## config.mk

```make
export PLATFORM = sky130hd
export DESIGN_NAME = delay_launch_ctrl_flat
export DESIGN_NICKNAME = d
export VERILOG_FILES = /design/src/rtl/delay_launch_ctrl_if.sv /design/src/rtl/delay_launch_ctrl.sv /design/src/flat_wrapper.sv
export SDC_FILE = /design/constraint.sdc
export NUM_CORES = 1
export LEC_CHECK = 0
export CORE_MARGIN = 8
export CORE_UTILIZATION = 30
export CTS_CLUSTER_SIZE = 14
export DETAILED_ROUTE_END_ITERATION = 8
export PLACE_DENSITY = 0.59
export SKIP_LAST_GASP = 1
export SYNTH_ARGS = -nofsm -noshare
export SYNTH_HDL_FRONTEND = slang
export SYNTH_SLANG_ARGS = --single-unit
```

## constraint.sdc

```tcl
create_clock -name clk -period 2.21 [get_ports clk]
set_clock_uncertainty 0.2 [all_clocks]
set_input_delay 0.442 -clock clk [delete_from_list [all_inputs] [get_ports clk]]
set_output_delay 0.442 -clock clk [all_outputs]
set_load 0.02 [all_outputs]
```

## src/rtl/delay_launch_ctrl_if.sv

```systemverilog
// ---------------------------------------------------------------------------
// DelayLaunchCtrl stream interface
//
// Purpose: bundles the upstream (in_*) and downstream (out_*) valid/ready
// token handshakes of delay_launch_ctrl into one connection.
//
// Signals:
//   in_valid  - upstream token valid            (master -> slave)
//   in_ready  - slave can accept a token        (slave  -> master)
//   in_data   - upstream token, WIDTH bits      (master -> slave)
//   out_valid - downstream token valid          (slave  -> master)
//   out_ready - downstream accepts              (master -> slave)
//   out_data  - captured token, WIDTH bits      (slave  -> master)
//
// Modports:
//   master - the environment: produces input tokens, consumes output tokens
//   slave  - the controller itself
// ---------------------------------------------------------------------------
interface delay_launch_ctrl_if #(
    parameter int WIDTH = 8
);
    logic             in_valid;
    logic             in_ready;
    logic [WIDTH-1:0] in_data;
    logic             out_valid;
    logic             out_ready;
    logic [WIDTH-1:0] out_data;

    modport master (
        output in_valid,
        output in_data,
        output out_ready,
        input  in_ready,
        input  out_valid,
        input  out_data
    );

    modport slave (
        input  in_valid,
        input  in_data,
        input  out_ready,
        output in_ready,
        output out_valid,
        output out_data
    );
endinterface

```

## src/rtl/delay_launch_ctrl.sv

```systemverilog
// ---------------------------------------------------------------------------
// delay_launch_ctrl
//
// Purpose: launches one data token at a time through an external
// self-timed unit-delay chain using two-phase signalling. Accepting a token
// toggles dly_req; the token is released downstream once the synchronized
// return (ack_s) has caught up with dly_req. If the chain does not return
// within TIMEOUT cycles a sticky error is raised and the token is dropped.
//
// Parameters:
//   WIDTH   - token width (default 8)
//   TIMEOUT - cycles allowed in WAIT before declaring an error (4..255)
//
// Ports:
//   clk         - clock, all flops rising-edge
//   rstn        - asynchronous active-low reset
//   bus         - slave side of the in/out token handshakes
//   dly_req     - two-phase request into the delay chain inR
//   dly_ack     - delayed request from the chain outR (async to clk)
//   timeout_err - sticky chain-timeout flag
//   err_clr     - clears timeout_err and leaves ERR (ignored elsewhere)
// ---------------------------------------------------------------------------
module delay_launch_ctrl #(
    parameter int WIDTH   = 8,
    parameter int TIMEOUT = 15
) (
    input  logic                   clk,
    input  logic                   rstn,
    delay_launch_ctrl_if.slave     bus,
    output logic                   dly_req,
    input  logic                   dly_ack,
    output logic                   timeout_err,
    input  logic                   err_clr
);

    typedef enum logic [1:0] {
        IDLE = 2'b00,
        WAIT = 2'b01,
        HOLD = 2'b10,
        ERR  = 2'b11
    } stateT;

    localparam logic [7:0] TimeoutLast = 8'(TIMEOUT - 1);

    stateT            state;
    stateT            stateNext;
    logic             dlyReq;
    logic             ackMeta;
    logic             ackSync;
    logic [7:0]       cycleCnt;
    logic [WIDTH-1:0] dataReg;
    logic             timeoutErr;

    logic             captureToken;
    logic             countCycle;
    logic             setErr;
    logic             clearErr;
    logic             ackMatch;
    logic             cntHit;

    // dly_ack comes from a self-timed chain, so it only enters the clocked
    // logic through this two-flop synchronizer.
    always_ff @(posedge clk or negedge rstn) begin
        if (!rstn) begin
            ackMeta <= 1'b0;
            ackSync <= 1'b0;
        end else begin
            ackMeta <= dly_ack;
            ackSync <= ackMeta;
        end
    end

    always_ff @(posedge clk or negedge rstn) begin
        if (!rstn) begin
            state <= IDLE;
        end else begin
            state <= stateNext;
        end
    end

    // Two-phase completion: the flight is over once the returned phase equals
    // the launched phase. A match takes priority over an expiring counter so a
    // chain that returns on the last allowed cycle is not reported as failed.
    assign ackMatch = (ackSync == dlyReq);
    assign cntHit   = (cycleCnt >= TimeoutLast);

    always_comb begin
        stateNext    = state;
        captureToken = 1'b0;
        countCycle   = 1'b0;
        setErr       = 1'b0;
        clearErr     = 1'b0;
        unique case (state)
            IDLE: begin
                if (bus.in_valid) begin
                    captureToken = 1'b1;
                    stateNext    = WAIT;
                end
            end
            WAIT: begin
                countCycle = 1'b1;
                if (ackMatch) begin
                    stateNext = HOLD;
                end else if (cntHit) begin
                    setErr    = 1'b1;
                    stateNext = ERR;
                end
            end
            HOLD: begin
                if (bus.out_ready) begin
                    stateNext = IDLE;
                end
            end
            ERR: begin
                if (err_clr) begin
                    clearErr  = 1'b1;
                    stateNext = IDLE;
                end
            end
            default: stateNext = IDLE;
        endcase
    end

    // Launch phase, token capture and the flight counter. Leaving ERR copies
    // the synchronized return phase into dlyReq so the next launch starts from
    // a realigned phase even though the lost flight never completed.
    always_ff @(posedge clk or negedge rstn) begin
        if (!rstn) begin
            dlyReq   <= 1'b0;
            cycleCnt <= 8'd0;
            dataReg  <= '0;
        end else begin
            if (captureToken) begin
                dataReg  <= bus.in_data;
                dlyReq   <= ~dlyReq;
                cycleCnt <= 8'd0;
            end else if (countCycle) begin
                if (cycleCnt != 8'hFF) begin
                    cycleCnt <= cycleCnt + 8'd1;
                end
            end
            if (clearErr) begin
                dlyReq <= ackSync;
            end
        end
    end

    always_ff @(posedge clk or negedge rstn) begin
        if (!rstn) begin
            timeoutErr <= 1'b0;
        end else if (setErr) begin
            timeoutErr <= 1'b1;
        end else if (clearErr) begin
            timeoutErr <= 1'b0;
        end
    end

    // Handshake outputs depend on state only, so in_valid/out_ready never
    // reach in_ready/out_valid combinationally.
    assign bus.in_ready  = (state == IDLE);
    assign bus.out_valid = (state == HOLD);
    assign bus.out_data  = dataReg;
    assign dly_req       = dlyReq;
    assign timeout_err   = timeoutErr;

endmodule

```

## src/flat_wrapper.sv

```systemverilog
// flat-port wrapper written by rule: the top's interface ports become plain ports
module delay_launch_ctrl_flat 
#(
    parameter int WIDTH   = 8,
    parameter int TIMEOUT = 15
)
  (clk, rstn, dly_req, dly_ack, timeout_err, err_clr, bus_in_valid, bus_in_data, bus_out_ready, bus_in_ready, bus_out_valid, bus_out_data);
  delay_launch_ctrl_if #(.WIDTH(WIDTH)) bus_i ();
  input  logic clk;
  input  logic rstn;
  output logic dly_req;
  input  logic dly_ack;
  output logic timeout_err;
  input  logic err_clr;
  input wire logic [$bits(bus_i.in_valid)-1:0] bus_in_valid;
  input wire logic [$bits(bus_i.in_data)-1:0] bus_in_data;
  input wire logic [$bits(bus_i.out_ready)-1:0] bus_out_ready;
  output wire logic [$bits(bus_i.in_ready)-1:0] bus_in_ready;
  output wire logic [$bits(bus_i.out_valid)-1:0] bus_out_valid;
  output wire logic [$bits(bus_i.out_data)-1:0] bus_out_data;
  assign bus_i.in_valid = bus_in_valid;
  assign bus_i.in_data = bus_in_data;
  assign bus_i.out_ready = bus_out_ready;
  assign bus_in_ready = bus_i.in_ready;
  assign bus_out_valid = bus_i.out_valid;
  assign bus_out_data = bus_i.out_data;
  delay_launch_ctrl #(.WIDTH(WIDTH), .TIMEOUT(TIMEOUT)) u_core (.clk(clk), .rstn(rstn), .bus(bus_i), .dly_req(dly_req), .dly_ack(dly_ack), .timeout_err(timeout_err), .err_clr(err_clr));
endmodule
```

# After elaboration in Yosys (flattened, before gate mapping)
# Index checks and enable logic that the tools add are counted.
# word_totals
in_bits,14
mem_count,0
mem_bits_rw,0
rom_bits,0
latchBits,0
elab_cells,47
output_inout_bits,12
register_bits,22
# classes
multipliers,0
eq_ne,9
mux,21
div,0
add_sub_neg,1
n_reduce_logical,7
order_cmp,1
n_shift,0
bitwise_logic,1
# ops
cell,count
$mux W8,3
$mux W1,12
$mux W2,5
$add A8 B1 Y8 const B,1
$ge A8 B4 Y1 const B,1
$ne A8 B8 Y1 const B,1
$pmux W2 S4,1
$reduce_bool A2 Y1,4
$ne A2 B2 Y1 const B,3
$eq A2 B2 Y1 const B,2
$reduce_and A4 Y1,1
$ne A3 B1 Y1 const B,1
$eq A2 B1 Y1 const B,1
$logic_not A2 Y1,1
$reduce_and A2 Y1,1
$eq A1 B1 Y1,1
$not A1 Y1,1

# Logic depth before layout (Yosys ltp)
# Gate-level depths: netlist of run 1.
# logic_depth
ltp_word,5
ltp_mapped,5
depth_no_buf,5

# Least setup slack after synthesis of run 1
# Ideal clock, no wire load.
# synth_timing
kind,in2reg
from,input port bus_in_valid
to,"register u_core.dataReg[0], in the netlist u_core.bus.out_data[0]"
arrival_ps,1330
stages,4
setup_slack_ps,555
n_path_buf,2
t_required_ps,1885
setup_time_ps,125
path_cell_list,or3b_1 -> buf_6 -> buf_6 -> mux2_4
# synth_between
elab_chain_cells,2
# synth_lines
item,line,source
"start, declared",flat_wrapper.sv:15,input wire logic [$bits(bus_i.in_valid)-1:0] bus_in_valid;
$mux W1,delay_launch_ctrl.sv:95,if (bus.in_valid) begin
$mux W1,delay_launch_ctrl.sv:93,unique case (state)
"end signal, assigned",delay_launch_ctrl.sv:134,dataReg <= bus.in_data;
"end, declared",delay_launch_ctrl.sv:51,logic [WIDTH-1:0] dataReg;
# No other way between the ends.
# A chain may end at the register's enable or synchronous reset.

# Final worst setup path of run 1
# layout_timing
from,register u_core.state[1]
to,output port bus_in_ready
# layout_between
elab_chain_cells,1
# layout_lines
item,line,source
"start, declared",delay_launch_ctrl.sv:45,stateT state;
"start signal, assigned",delay_launch_ctrl.sv:77,state <= stateNext;
$logic_not A2 Y1,delay_launch_ctrl.sv:160,assign bus.in_ready = (state == IDLE);
"end, declared",flat_wrapper.sv:18,output wire logic [$bits(bus_i.in_ready)-1:0] bus_in_ready;
# No other way between the ends.

==> results_tabular.tex, run 1 <==
\begin{tabular}{lr}
\hline
Metric & Value \\
\hline
\multicolumn{2}{l}{\textbf{Status}} \\
Run status & complete, no violations \\
\multicolumn{2}{l}{\textbf{Floorplanning}} \\
IO Count & 26 \\
Initial Util & 30.6\% \\
Die W & 76.6 um \\
Total die area & 5870 um\^{}2 \\
Die H & 76.6 um \\
Row count & 22 \\
Core region area & 3610 um\^{}2 \\
\multicolumn{2}{l}{\textbf{GRT}} \\
Number of global-route vias before repair & 931 \\
Antenna violations before repair & 0 \\
GR Util All Layers & 8.57\% \\
Overflow after GRT & 0 \\
Maximum number of pins on one net before global-route repair & 23 \\
First-pass GRT wire length & 4280 um \\
\multicolumn{2}{l}{\textbf{Logic synthesis}} \\
Largest area contributor in the netlist & dfrtp\_1 \\
Post-synth net total & approximately 110 \\
Fraction of synthesis flops using an asynchronous set or reset pin & 100\% \\
Cell area after synthesis & around 1100 um\^{}2 \\
Main area contributors after synthesis & dfrtp\_1, mux2\_4, mux2\_2 \\
Number of synthesized flops with an enable pin & 0 \\
Dominant synthesized flop cell & dfrtp\_1 \\
Post-synthesis cell count & between 90 and 100 \\
Synthesis warning total & 0 \\
Synth top area share & 49.9\% \\
Average footprint of a synthesized cell & 11.4 um\^{}2 \\
Count of distinct cell types in the synthesized netlist & 37 \\
Post-synthesis register bit count & 22 \\
Sequential-to-total area share from yosys stat & about 50\% \\
\multicolumn{2}{l}{\textbf{STA}} \\
Final count of negative-setup-slack endpoints & 0 \\
Achievable Freq & 0.466 GHz \\
Total negative slack & 0 ns \\
Slew Viols, Final & 0 \\
Part of the cycle the worst path needs & 97.1\% \\
Worst Hold Slack & 0.164 ns \\
Setup repair after global routing missed its margin & no \\
Slew margin rel. & 77.4\% \\
Count of endpoints failing hold in the final timing report & 0 \\
Final critical delay including setup and external delays & 2.15 ns \\
Transition time of the tightest slew-check pin & 0.335 ns \\
Final critical-path setup slack & between 0.06 and 0.07 ns \\
\multicolumn{2}{l}{\textbf{Place}} \\
DP Cell Count & 171 \\
Half-perimeter wire length after placement & 1810 um \\
Worst setup timing slack at the placement stage & 0.0907 ns \\
Final estimated routing congestion in global placement & 0.787 \\
Port buffer count & 25 \\
\multicolumn{2}{l}{\textbf{Final layout}} \\
Number of nets at the end of the flow & 144 \\
Synthesis-to-finish area growth & 35.2\% \\
Share of layout cells above drive strength 1 & about 15\% \\
Final standard cell count with taps included and fillers excluded & approximately 180 \\
Number of diodes & 0 \\
\multicolumn{2}{l}{\textbf{Worst setup path}} \\
R2R cell count & 4 \\
Critical-path top delay cell & clkdlybuf4s50\_1 \\
Element type at the critical path end & output port \\
Endpoint required time on the critical path & 1.57 ns \\
Data arrival time at the worst-slack endpoint & 1.50 ns \\
Reg-to-Reg End & u\_core.bus.out\_data[1]\$\_DFFE\_PN0P\_ \\
Critical register-to-register path startpoint & u\_core.state[0]\$\_DFFE\_PN0P\_ \\
Max Fanout on Critical Path & 13 \\
Crit-path cells & nor2\_1 > clkdlybuf4s50\_1 \\
Startpoint Class & flop \\
Delay contributed by the slowest stage of the critical path & 0.62 ns \\
Register-to-register setup slack & 0.44 ns \\
Setup Crit Path Kind & flop to output port \\
\multicolumn{2}{l}{\textbf{Power and ir drop}} \\
Power Total & 1900 uW \\
Cell Pwr Density & 1280 nW/um\^{}2 \\
Leakage & 0.000645 uW \\
Worst supply voltage drop on vdd & 0.565 mV \\
\multicolumn{2}{l}{\textbf{Route}} \\
Post-detailed-route wirelength per cell & 13.8 um \\
Overall via count from detail\_route & $\sim$860 \\
Total wire length after detailed routing & about 2400 um \\
DRC & 0 \\
Ratio of routed vias to standard cells & 4.90 \\
Number of nets still failing antenna checks after routing & 0 \\
Number of optimization iterations in the first detailed-route pass & 4 \\
Violation count after the first detailed-routing iteration & 39 \\
\multicolumn{2}{l}{\textbf{CTS}} \\
Reg clk slew, reported paths & roughly 0.08 ns \\
Number of H-tree branching levels & 1 \\
Longest Clk Path Bufs & 2 \\
Clock tree from TritonCTS & done \\
\# clock sinks & 22 \\
TritonCTS buffer count & 3 \\
Cell at the root of the clock tree & clkbuf\_8 \\
Clock network latency to the later pin of the worst-skew pair & 0.26 ns \\
\multicolumn{2}{l}{\textbf{Min path}} \\
Depth of the worst hold-timing path & 0 \\
Hold Crit Class & flop to flop \\
Worst Hold End & u\_core.ackSync\$\_DFF\_PN0\_ \\
Startpoint of the most critical hold path & u\_core.ackMeta\$\_DFF\_PN0\_ \\
\multicolumn{2}{l}{\textbf{Flow run}} \\
Total of max-cap violations & 0 \\
\hline
\end{tabular}
==> area by class of cell <==
cell class | count | area [um^2]
fill | 354 | 2120
timing repair buffer | 30 | 288
multi-input combinational | 70 | 515
clock buffer | 3 | 41.3
clock inverter | 1 | 30.0
sequential | 22 | 552
inverter | 1 | 3.75
tap | 48 | 60.1
==> logic make-up after synthesis <==
logic type	after synthesis	synth area share, %
simple gates	39	21.0
flops	22	49.9
compound gates	18	11.4
buf+inv	5	3.29
fa+ha+maj	2	2.27
xor+xnor	1	0.795
mux	10	11.4
==> sequential cells by signal (all words and copies together) (netlist names) <==
name / flops
u_core.ackSync: 1
u_core.state: 2
u_core.bus.out_data: 8
u_core.dly_req: 1
u_core.cycleCnt: 8
u_core.timeout_err: 1
u_core.ackMeta: 1
==> cells in the final DEF (no fill, tap or decap), drive strengths merged, types with 2 or more instances in the layout <==
master	netlist	layout
clkdlybuf4s50	0	25
dfrtp	22	22
nand2	8	8
mux2	8	8
buf	4	5
nand3	4	4
a21oi	4	4
nor3	4	4
nor2b	3	3
o21ai	3	3
clkbuf	0	3
nor2	2	2
nand2b	2	2
and3	2	2
o211ai	2	2
nor4	2	2
nand4b	2	2
and4	2	2
and2	2	2
a211oi	2	2
mux2i	2	2
ha	2	2
==> cells in the mapped netlist, types with 2 or more instances <==
cell type,number
dfrtp_1,22
nand2_1,8
a21oi_1,4
mux2_2,4
mux2_4,4
nand3_1,4
nor3_1,4
nor2b_1,3
o21ai_0,3
a211oi_1,2
and2_1,2
and3_1,2
and4_1,2
buf_2,2
buf_6,2
ha_1,2
mux2i_1,2
nand2b_1,2
nand4b_1,2
nor2_1,2
nor4_1,2
o211ai_1,2
==> how the worst max path moves through the flow <==
stage | start | endpoint | depth (start not counted)
after floorplan | bus_in_valid | u_core.bus.out_data[0]$_DFFE_PN0P_ | 4
after global placement | bus_in_valid | u_core.bus.out_data[1]$_DFFE_PN0P_ | 4
after detailed placement | bus_in_valid | u_core.bus.out_data[0]$_DFFE_PN0P_ | 4
after CTS | u_core.state[1]$_DFFE_PN0P_ | bus_in_ready | 2
after global routing | u_core.state[1]$_DFFE_PN0P_ | bus_in_ready | 2
final | u_core.state[1]$_DFFE_PN0P_ | bus_in_ready | 2
==> metrics by stage <==
stage / area, um^2 / util, %
2_1_floorplan: 1100 / -
3_3_place_gp: 1420 / 39.3
3_5_place_dp: 1420 / 39.3
4_1_cts: 1490 / 41.3
5_1_grt: 1490 / 41.3
6_report: 1490 / 41.3
==> repair_timing <==
item,4_1_cts,5_1_grt
hold buffers,0,0
buffers inserted,0,0
endpoints found under the setup margin,1,0
gates resized for setup,1,0
endpoints found under the hold margin,0,0
==> report_power, final <==
part	switching [uW]	internal [uW]	total [uW]
Combinational	386	468	854
Sequential	124	545	669
Clock	137	242	379
==> layer usage <==
layer  track usage, %  up-vias  share of wire (%)
li1                 -      419                  -
met1             10.1      415                 45
met2             13.9       19                 47
met3             3.54        4                6.7
met4             2.50        0               0.79
met5                0        -                  0
==> worst max-delay path, delay by kind of cell (launching register included) <==
| family | cells | cell delay (ns) |
|---|---|---|
| buf+inv | 1 | 0.62 |
| flops | 1 | 0.48 |
| simple gates | 1 | 0.14 |
(Power assumes the default switching activity.)
==> run 2, diff against run 1 <==
Settings changed: CORE_MARGIN 8 to 4, REMOVE_ABC_BUFFERS set to 1.
==> run 2 against run 1 <==
Non-clock buffer count is the same; largest power group unchanged; power shrank 4.9%; highest routed layer unchanged; register-to-register slack hardly changed; die area shrank 20%.
==> results_tabular.tex, run 2 (synthesized netlist as in run 1, its figures left out) <==
\begin{tabular}{lr}
\hline
Metric & Value \\
\hline
\multicolumn{2}{l}{\textbf{GRT}} \\
Overflow after GRT & 0 \\
Maximum number of pins on one net before global-route repair & 23 \\
First-pass GRT wire length & 4000 um \\
Antenna violations before repair & 0 \\
Number of global-route vias before repair & 891 \\
GR Util All Layers & a little under an eighth \\
\multicolumn{2}{l}{\textbf{STA}} \\
Part of the cycle the worst path needs & 88.8\% \\
Total negative slack & 0 ns \\
Slew Viols, Final & 0 \\
Achievable Freq & 0.510 GHz \\
Setup repair after global routing missed its margin & no \\
Count of endpoints failing hold in the final timing report & 0 \\
Slew margin rel. & 77.1\% \\
Final count of negative-setup-slack endpoints & 0 \\
Transition time of the tightest slew-check pin & 0.339 ns \\
Final critical-path setup slack & 0.248 ns \\
Final critical delay including setup and external delays & 1.96 ns \\
\multicolumn{2}{l}{\textbf{Final layout}} \\
Number of filler instances in the final layout & approximately 320 \\
Share of layout cells above drive strength 1 & 14.2\% \\
Synthesis-to-finish area growth & 34.6\% \\
Number of nets at the end of the flow & 144 \\
Most frequent standard cell in the layout excluding fill and tap cells & clkdlybuf4s50\_1 \\
Combined flip-flop and latch cell area & 551 um\^{}2 \\
Number of diodes & 0 \\
Post-layout utilization of the core & 43.1\% \\
Multi-input combinational cell area & 515 um\^{}2 \\
Final Instance Area & 1480 um\^{}2 \\
Leading cell types in the layout, fill and taps excluded & clkdlybuf4s50\_1, dfrtp\_1, nand2\_1 \\
\multicolumn{2}{l}{\textbf{CTS}} \\
CTS Hold Bufs & 0 \\
Cell at the root of the clock tree & clkbuf\_8 \\
Longest Clk Path Bufs & 2 \\
TritonCTS buffer count & 3 \\
Number of H-tree branching levels & 1 \\
Reg clk slew, reported paths & $\sim$0.07 ns \\
Clock tree from TritonCTS & done \\
Number of setup buffers added after CTS & 0 \\
Clock network latency to the later pin of the worst-skew pair & 0.26 ns \\
\# clock sinks & 22 \\
\multicolumn{2}{l}{\textbf{Power and ir drop}} \\
Cell Pwr Density & roughly 1200 nW/um\^{}2 \\
Leakage & about 0.00066 uW \\
Power Total & 1810 uW \\
Worst supply voltage drop on vdd & 0.597 mV \\
\multicolumn{2}{l}{\textbf{Floorplanning}} \\
Row count & 21 \\
Die W & 68.6 um \\
Die H & 68.6 um \\
Total die area & 4710 um\^{}2 \\
IO Count & 26 \\
Core region area & 3440 um\^{}2 \\
Initial Util & 32.0\% \\
\multicolumn{2}{l}{\textbf{Worst setup path}} \\
Data arrival time at the worst-slack endpoint & 1.32 ns \\
Startpoint Class & flop \\
Delay contributed by the slowest stage of the critical path & 0.64 ns \\
Max Fanout on Critical Path & 5 \\
Crit-path cells & clkdlybuf4s50\_1 \\
Kind of cell adding the most delay to the critical path & buffers and inverters \\
Setup Crit Path Kind & flop to output port \\
Endpoint required time on the critical path & 1.57 ns \\
Critical-path top delay cell & clkdlybuf4s50\_1 \\
CP bufs+invs & 1 \\
Element type at the critical path end & output port \\
\multicolumn{2}{l}{\textbf{Min path}} \\
Hold Crit Class & flop to flop \\
\multicolumn{2}{l}{\textbf{Place}} \\
Total placed instance area & approximately 1400 um\^{}2 \\
Worst setup timing slack at the placement stage & 0.103 ns \\
Half-perimeter wire length after placement & about 1700 um \\
Final estimated routing congestion in global placement & about 0.83 \\
Port buffer count & 25 \\
\multicolumn{2}{l}{\textbf{Route}} \\
Overall via count from detail\_route & approximately 900 \\
Total wire length after detailed routing & 2290 um \\
DRC & 0 \\
Post-detailed-route wirelength per cell & 13.2 um \\
Violation count after the first detailed-routing iteration & 39 \\
Ratio of routed vias to standard cells & 5.12 \\
Number of optimization iterations in the first detailed-route pass & 4 \\
Number of nets still failing antenna checks after routing & 0 \\
\multicolumn{2}{l}{\textbf{Flow run}} \\
Total of max-cap violations & 0 \\
\multicolumn{2}{l}{\textbf{Status}} \\
Run status & complete, no violations \\
\hline
\end{tabular}
==> run 2: what timing repair did <==
action / 4_1_cts / 5_1_grt
setup endpoints to repair: 1 / 1
endpoints found under the hold margin: 0 / 0
resized for setup: 1 / 1
==> run 2: report_power, final <==
group          leakage (uW)  internal, uW  total [uW]  switching [uW]
registers          0.000275           544         669             125
logic              0.000356           474         862             387
clock network     0.0000288           158         279             120
==> run 2: metal layers <==
layer | part of all wire [%] | vias to the layer above | track usage, %
met1 | 43 | 442 | 13.2
met5 | 0 | - | 0
met4 | 0.61 | 0 | 3.97
met3 | 4.6 | 2 | 4.05
li1 | - | 417 | -
met2 | 52 | 24 | 19.7
==> run 2: final cells by class <==
| type | instances | share of cell area, % |
|---|---|---|
| flip-flops and latches | 22 | 37.1 |
| multi-input cells | 70 | 34.7 |
| repair buffers | 30 | 20.3 |
| well taps | 46 | 3.88 |
| inverters | 1 | 0.253 |
| clock buffers | 4 | 3.71 |
==> run 2: worst paths after layout <==
| check | endpoint | depth (start not counted) | from | slack [ns] |
|---|---|---|---|---|
| min reg2reg | u_core.ackSync$_DFF_PN0_ | 0 | u_core.ackMeta$_DFF_PN0_ | 0.16 |
| max | dly_req | 1 | u_core.dly_req$_DFFE_PN0P_ | 0.25 |
| min in group asynchronous | u_core.cycleCnt[3]$_DFFE_PN0P_ | 2 | rstn | 0.33 |
| max in group asynchronous | u_core.timeout_err$_DFFE_PN0P_ | 2 | rstn | 1.25 |
| max reg2reg | u_core.cycleCnt[7]$_DFFE_PN0P_ | 4 | u_core.state[1]$_DFFE_PN0P_ | 0.43 |
| min | u_core.ackSync$_DFF_PN0_ | 0 | u_core.ackMeta$_DFF_PN0_ | 0.16 |
==> run 2: metrics by stage <==
step | instances | hold slack (ns)
after floorplan | 93 | -0.0536
after global placement | 169 | 0.141
after detailed placement | 169 | 0.136
after CTS | 173 | 0.163
after global routing | 173 | 0.173
final | 173 | 0.159
